--- config.mk ---
export PLATFORM = sky130hd
export DESIGN_NAME = bus_copy_master
export DESIGN_NICKNAME = d
export VERILOG_FILES = /design/src/rtl/bus_copy_master.sv
export SDC_FILE = /design/constraint.sdc
export NUM_CORES = 1
export LEC_CHECK = 0
export ABC_AREA = 1
export CORE_MARGIN = 2
export CORE_UTILIZATION = 50
export DETAILED_ROUTE_END_ITERATION = 12
export GPL_ROUTABILITY_DRIVEN = 0
export PLACE_DENSITY = 0.79
export SLEW_MARGIN = 15
export SYNTH_ARGS = -nofsm -noshare
export SYNTH_HDL_FRONTEND = slang
export SYNTH_SLANG_ARGS = --single-unit
--- constraint.sdc ---
create_clock -name clk -period 3.7 [get_ports clk]
set_clock_uncertainty 0.15 [all_clocks]
set_input_delay 1.11 -clock clk [delete_from_list [all_inputs] [get_ports clk]]
set_output_delay 1.11 -clock clk [all_outputs]
set_load 0.02 [all_outputs]
--- src/rtl/bus_copy_master.sv ---
// bus_copy_master: second bus initiator that copies len 32-bit words from a
// source address to a destination address over the valid/ready peripheral
// bus. Each word is one read then one write. A low cycle separates any two
// transactions, so responders that raise ready one cycle after valid work.
module bus_copy_master #(
    parameter int LEN_W   = 16,
    parameter int TIMEOUT = 64
) (
    input  logic             clk,
    input  logic             reset_n,
    input  logic             start,
    input  logic [31:0]      src_addr,
    input  logic [31:0]      dst_addr,
    input  logic [LEN_W-1:0] len,
    input  logic             src_inc,
    input  logic             dst_inc,
    output logic             busy,
    output logic             done,
    output logic             error,
    output logic             valid,
    input  logic             ready,
    output logic [31:0]      addr,
    input  logic [31:0]      rdata,
    output logic [31:0]      wdata,
    output logic [3:0]       wstrb
);

    typedef enum logic [2:0] {IDLE, READ, RGAP, WRITE, WGAP} state_t;

    // Wide enough to hold TIMEOUT-1; one bit minimum so the counter is legal
    // even when the timeout is disabled.
    localparam int TW = (TIMEOUT > 1) ? $clog2(TIMEOUT + 1) : 1;

    state_t           state, state_nx;
    logic [31:0]      src_ptr, dst_ptr;
    logic [31:0]      src_next, dst_next;
    logic [LEN_W-1:0] remaining;
    logic             src_inc_q, dst_inc_q;
    logic [TW-1:0]    wait_cnt;
    logic             timed_out;
    logic             last_word;

    // valid and busy decode the state register directly, so they are glitch
    // free and drop in the first cycle after reset or after an abort.
    assign valid     = (state == READ) || (state == WRITE);
    assign busy      = (state != IDLE);
    assign last_word = (remaining == LEN_W'(1));
    assign timed_out = (TIMEOUT != 0) && valid && !ready &&
                       (wait_cnt == TW'(TIMEOUT - 1));
    // +4 wraps naturally modulo 2^32; unaligned pointers are never adjusted.
    assign src_next  = src_inc_q ? src_ptr + 32'd4 : src_ptr;
    assign dst_next  = dst_inc_q ? dst_ptr + 32'd4 : dst_ptr;

    // State register.
    always_ff @(posedge clk) begin
        // NOTE: sequential state uses non-blocking assignments so every
        // register samples pre-edge values regardless of block ordering.
        if (!reset_n) state <= IDLE;
        else          state <= state_nx;
    end

    // Next-state logic: one read, one gap, one write, one gap per word.
    always_comb begin
        // NOTE: default first so every path assigns state_nx and no latch
        // is inferred.
        state_nx = state;
        case (state)
            IDLE:    if (start && (len != '0)) state_nx = READ;
            READ:    if (timed_out)            state_nx = IDLE;
                     else if (ready)           state_nx = RGAP;
            RGAP:                              state_nx = WRITE;
            WRITE:   if (timed_out)            state_nx = IDLE;
                     else if (ready)           state_nx = last_word ? IDLE : WGAP;
            WGAP:                              state_nx = READ;
            default:                           state_nx = IDLE;
        endcase
    end

    // Datapath: latch the job, hold bus fields stable, step pointers and count.
    always_ff @(posedge clk) begin
        if (!reset_n) begin
            addr      <= '0;
            wdata     <= '0;
            wstrb     <= '0;
            done      <= 1'b0;
            error     <= 1'b0;
            src_ptr   <= '0;
            dst_ptr   <= '0;
            remaining <= '0;
            src_inc_q <= 1'b0;
            dst_inc_q <= 1'b0;
            wait_cnt  <= '0;
        end else begin
            done     <= 1'b0;
            // Counts stalled cycles of the current transaction; gaps clear it,
            // so it restarts on every entry to READ or WRITE.
            wait_cnt <= (valid && !ready) ? wait_cnt + TW'(1) : '0;
            case (state)
                IDLE: begin
                    if (start) begin
                        src_ptr   <= src_addr;
                        dst_ptr   <= dst_addr;
                        remaining <= len;
                        src_inc_q <= src_inc;
                        dst_inc_q <= dst_inc;
                        error     <= 1'b0;
                        addr      <= src_addr;
                        wstrb     <= 4'h0;
                        if (len == '0) done <= 1'b1;
                    end
                end
                READ: begin
                    if (timed_out) begin
                        done  <= 1'b1;
                        error <= 1'b1;
                    end else if (ready) begin
                        // wdata doubles as the data register: loaded here and
                        // already stable when the write goes out.
                        wdata <= rdata;
                        addr  <= dst_ptr;
                        wstrb <= 4'hF;
                    end
                end
                WRITE: begin
                    if (timed_out) begin
                        done  <= 1'b1;
                        error <= 1'b1;
                    end else if (ready) begin
                        src_ptr   <= src_next;
                        dst_ptr   <= dst_next;
                        remaining <= remaining - LEN_W'(1);
                        if (last_word) begin
                            done <= 1'b1;
                        end else begin
                            addr  <= src_next;
                            wstrb <= 4'h0;
                        end
                    end
                end
                default: ;
            endcase
        end
    end

endmodule

# [Word-level counts from Yosys, hierarchy flattened]
# Cells that the tools add are included.
[word_totals] mem_count=0 register_bits=162 output_inout_bits=72 inputBits=118 rom_bits=0 elab_cells=99 ramBits=0 latchBits=0
[op_classes] n_mux=44 bitwise_logic=1 div_mod_pow=0 reduce_logical=21 n_addsub=4 multipliers=0 n_eq_ne=17 n_lt_le_gt_ge=0 n_shift=0
[op_table] op="32-bit two-way mux" count=13
[op_table] op="32-bit case mux with 2 select lines" count=2
[op_table] op="32-bit case mux with 3 select lines" count=1
[op_table] op="32-bit by 3-bit adder with 32-bit output (second input constant)" count=2
[op_table] op="16-bit two-way mux" count=3
[op_table] op="16-bit case mux with 2 select lines" count=1
[op_table] op="4-bit two-way mux" count=6
[op_table] op="3-bit two-way mux" count=6
[op_table] op="16-bit by 1-bit == test with 1-bit output (second input constant)" count=1
[op_table] op="16-bit zero test" count=1
[op_table] op="2-bit inequality test (second input constant)" count=8
[op_table] op="16-bit nonzero test" count=1
[op_table] op="16-bit by 1-bit subtractor with 16-bit output (second input constant)" count=1
[op_table] op="3-bit case mux with 5 select lines" count=1
[op_table] op="4-bit case mux with 3 select lines" count=1
[op_table] op="3-bit AND reduction" count=3
[op_table] op="1-bit two-way mux" count=8
[op_table] op="7-bit by 1-bit adder with 7-bit output (second input constant)" count=1
[op_table] op="7-bit by 6-bit == test with 1-bit output (second input constant)" count=1
[op_table] op="7-bit AND reduction" count=1
[op_table] op="3-bit by 2-bit == test with 1-bit output (second input constant)" count=2
[op_table] op="3-bit inequality test (second input constant)" count=2
[op_table] op="3-bit nonzero test" count=2
[op_table] op="5-bit AND reduction" count=1
[op_table] op="14 further kinds" count=18

# [Longest topological paths before layout]
[depth] word_depth=6 ltp_mapped=12 depth_no_buf=11

# [Worst setup path after synthesis]
# OpenSTA, ideal clock, no wires.
[synth_path] kind="input port to flip-flop" from="in ready" to="reg addr[18]" setup_time_ns=0.113 cell_stages=8 slack_ns=1.500 t_required_ns=3.437 t_arrival_ns=1.937 n_path_buf=1 cell_sequence="nor2_1 > inv_1 > nand3_2 > inv_2 > buf_4 > o21a_1 > o21ai_1 > inv_1"
[synth_between] elab_chain_len=5 word_cells_on_any_way=8 classes_between="eq/ne (4); reduce/logical (4)"
[synth_rtl] item="start, declared" line_no="21" rtl="input logic ready,"
[synth_rtl] item="1-bit zero test" line_no="48" rtl="assign timed_out = (TIMEOUT != 0) && valid && !ready &&"
[synth_rtl] item="1-bit logical AND (2 in series)" line_no="48"
[synth_rtl] item="2-bit inequality test (no source line)"
[synth_rtl] item="7-bit AND reduction (no source line) *"
[synth_rtl] item="end signal, assigned" line_no="107" rtl="addr <= src_addr;"
[synth_rtl] item="end signal, assigned" line_no="120" rtl="addr <= dst_ptr;"
[synth_rtl] item="end signal, assigned" line_no="135" rtl="addr <= src_next;"
[synth_rtl] item="end, declared" line_no="22" rtl="output logic [31:0] addr,"
# Every way passes the cells marked *; elsewhere a longest branch is shown, timed or not.
# A chain may end at the register's enable or synchronous reset.

# [Final worst setup path]
[layout_path] from="reg state[0]" to="out valid"
[layout_between] elab_chain_len=2 word_cells_on_any_way=3 classes_between="eq/ne (2); reduce/logical (1)"
[layout_rtl] item="start, declared" line_no="34" rtl="state_t state, state_nx;"
[layout_rtl] item="start signal, assigned" line_no="59" rtl="else state <= state_nx;"
[layout_rtl] item="3-bit by 1-bit == test with 1-bit output / 3-bit by 2-bit == test with 1-bit output (equally long branches)" line_no="45" rtl="assign valid = (state == READ) || (state == WRITE);"
[layout_rtl] item="1-bit logical OR *" line_no="45"
[layout_rtl] item="end, declared" line_no="20" rtl="output logic valid,"
# Marks and branches as above.

==> metrics.cfg <==
[global_routing]
grt_max_degree = 104
grt_overflow = 0
grt_pass1_wl_mm = 43.8
antenna_found_initial = 0
grt_pass1_vias = 9083
grt_usage = 0.292

[cells_and_area]
n_fill_cell = 1606
layout-drive-gt1-share = 0.0469
final_cell_mix = nand2_1, nor2_1, clkdlybuf4s50_1, dfxtp_1, a21oi_1
nNetsFinal = 1666
finish.instance_area_um2 = 11400
area_growth_pct = 28.8
final_cells = 1781
final_common_cell = nand2_1
antenna_cells = 0

[placement]
dp_hpwl_mm = 19.7
portBuffers = 189
place_area_um2 = 10800
dp.cells = 1749

[pwr]
power_leakage_uw = 0.00446
clockPowerShare = 0.306
swShare = 0.377
power_frac_seq = 0.387
power_density_nw_per_um2 = 509
combPwrFrac = 0.308
p_sw_uw = 2180
vdd_ir_drop_max_mv = 0.368
p_int_uw = 3610

[clock_tree]
clock_latency_ns = 0.44
cts.clk_slew.worst_paths_ns = 0.07
post_cts_buffers = 0
cts_resized = 0
htree_levels = 4
cts_buffers = 17
cts_root_buf = clkbuf_16
cts_sinks = 159
tritoncts = yes
ctsHoldBuffers = 0
cts.path.max_buffers = 2

[synth]
ys_ff_latch = 159
synth_fa_ha_area_frac = 0.00708
synth_compound_area_frac = 0.202
ys.flop_type = dfxtp_1
synth_top_cell_by_area = dfxtp_1
yosys.area.top_type_share = 0.360
synthTopCellsByArea = dfxtp_1, nand2_1, nor2_1, a21oi_1, o21ai_0
yosys_warnings = 0
ys_types = 41
synth_top_family_by_area = simple AND/OR/NAND/NOR gates
synth-simple-area-share = 0.340
synth.net_count = 1513
syn-instance-count = 1390
synthMuxAreaShare = 0
seq_area_frac_synth = 0.360
synth-edff-count = 0
syn-cell-area_um2 = 8840
postSynth.asyncResetShare = 0
avgSynthCellArea_um2 = 6.36
synth_xor_xnor_area_share = 0.00694

[drt]
wire_per_inst_um = 15.5
vias = 9946
route.detailed.drc = 0
viasPerCell = 5.58
routed_wl_mm = 27.5
ant_nets = 0
initialDrtViolationCount = 914
drtPass1Iterations = 6

[floorplan]
dieHeight_um = 137
die-area_um2 = 18800
io_pins = 190
dieWidth_um = 137
coreArea_um2 = 17300
row_count = 48
initial_core_util = 0.511

[run_status]
status = finished clean

[critical_path]
regToRegStartpoint = state[2]
worst_ep_required_time_ns = 2.44
rrSetupSlack_ns = 0.79
path_max_fanout = 35
crit_arrival_ns = 2.07
max_stage_delay_ns = 0.64
critical_path.top_delay_family = buffers and inverters
cp-start-kind = register
end_kind = output port
rr_worst_depth = 9
cp_num_buf_inv = 2
path_class = register to output port
crit_chain = nand2_4 > inv_1 > clkdlybuf4s50_1
reg2reg_to = addr[1]
crit_slowest_cell = clkdlybuf4s50_1

[timing]
fmax_ghz = 0.300
period_minus_slack_ns = 3.33
rsz0062_at_grt = false
finalHoldViolCount = 0
worstMarginPinSlew_ns = 0.983
whs_ns = 0.303
relSlewSlack = 0.345
period_share = 0.901
setup_viol_count_final = 0
fin_setup_tns_ns = 0
maxSlewViolCount = 0

[hold_path]
hold_class = register to register
min_from = wait_cnt[0]
hold_depth = 1
min_to = wait_cnt[0]

[job]
drv_cap = 0

==> logic make-up (layout without fill, tap and decap cells) <==
kind of cell / after synthesis / count (layout)
and+or+nand+nor: 716 / 716
adders and majority gates: 5 / 5
AOI/OAI and AO/OA: 325 / 325
buffers and inverters: 178 / 344
xor gates and xnor gates: 7 / 7
DFF: 159 / 159
==> metrics by stage <==
stage | setup WS, ns | total power [uW] | utilization
after detailed placement | 0.412 | 4030 | 0.624
after global placement | 0.463 | 3990 | 0.624
final | 0.367 | 5790 | 0.658
after floorplan | 1.50 | 3350 | -
after CTS | 0.372 | 5780 | 0.658
after global routing | 0.329 | 6080 | 0.658
==> layer usage <==
metal  share of wire  track usage  vias to the layer above  wire length, um
li1                -            -                     4908                -
met1            0.42        0.376                     4535            11700
met2            0.46        0.473                      443            12700
met3           0.087       0.0644                       60             2380
met4           0.029        0.118                        0              801
met5               0            0                        -                0
==> state kept, by name (all words and copies together) (netlist names), 3 cells and up <==
signal / flops
addr: 32
dst_ptr: 32
src_ptr: 32
wdata: 32
remaining: 16
wait_cnt: 7
state: 3
==> synth_stat cells, types with 8 or more instances <==
cell type / n
nand3_1: 91
o21ai_1: 8
clkbuf_1: 35
o21a_1: 11
a21oi_1: 130
o21ai_0: 126
buf_2: 18
nand4_1: 29
nand3b_1: 8
o211ai_1: 24
nor3_1: 16
inv_1: 102
or2_2: 8
nor2_1: 235
nand2_1: 316
dfxtp_1: 159
==> power by group through the flow <==
stage | clock network (uW) | registers (uW) | logic [uW]
3_5_place_dp | 0 | 2260 | 1760
4_1_cts | 1780 | 2230 | 1770
3_3_place_gp | 0 | 2260 | 1730
2_1_floorplan | 0 | 2340 | 1010
5_1_grt | 1850 | 2270 | 1960
6_report | 1770 | 2240 | 1780
==> worst max-delay path by stage <==
stage                  end     start  cells after the start
3_5_place_dp   dst_ptr[14]     start                      9
5_1_grt              valid  state[2]                      4
4_1_cts              valid  state[0]                      3
2_1_floorplan     addr[18]     ready                      8
3_3_place_gp   dst_ptr[14]     start                      9
6_report             valid  state[0]                      3
==> final cells by class <==
class	instances	area, um^2	area share
multi-input combinational	1053	4920	0.432
tap	225	282	0.0247
clock inverter	15	164	0.0144
inverter	108	405	0.0356
sequential	159	3180	0.280
timing repair buffer	204	2010	0.177
clock buffer	17	425	0.0374
Note: power is estimated with default switching activity, not from simulation.
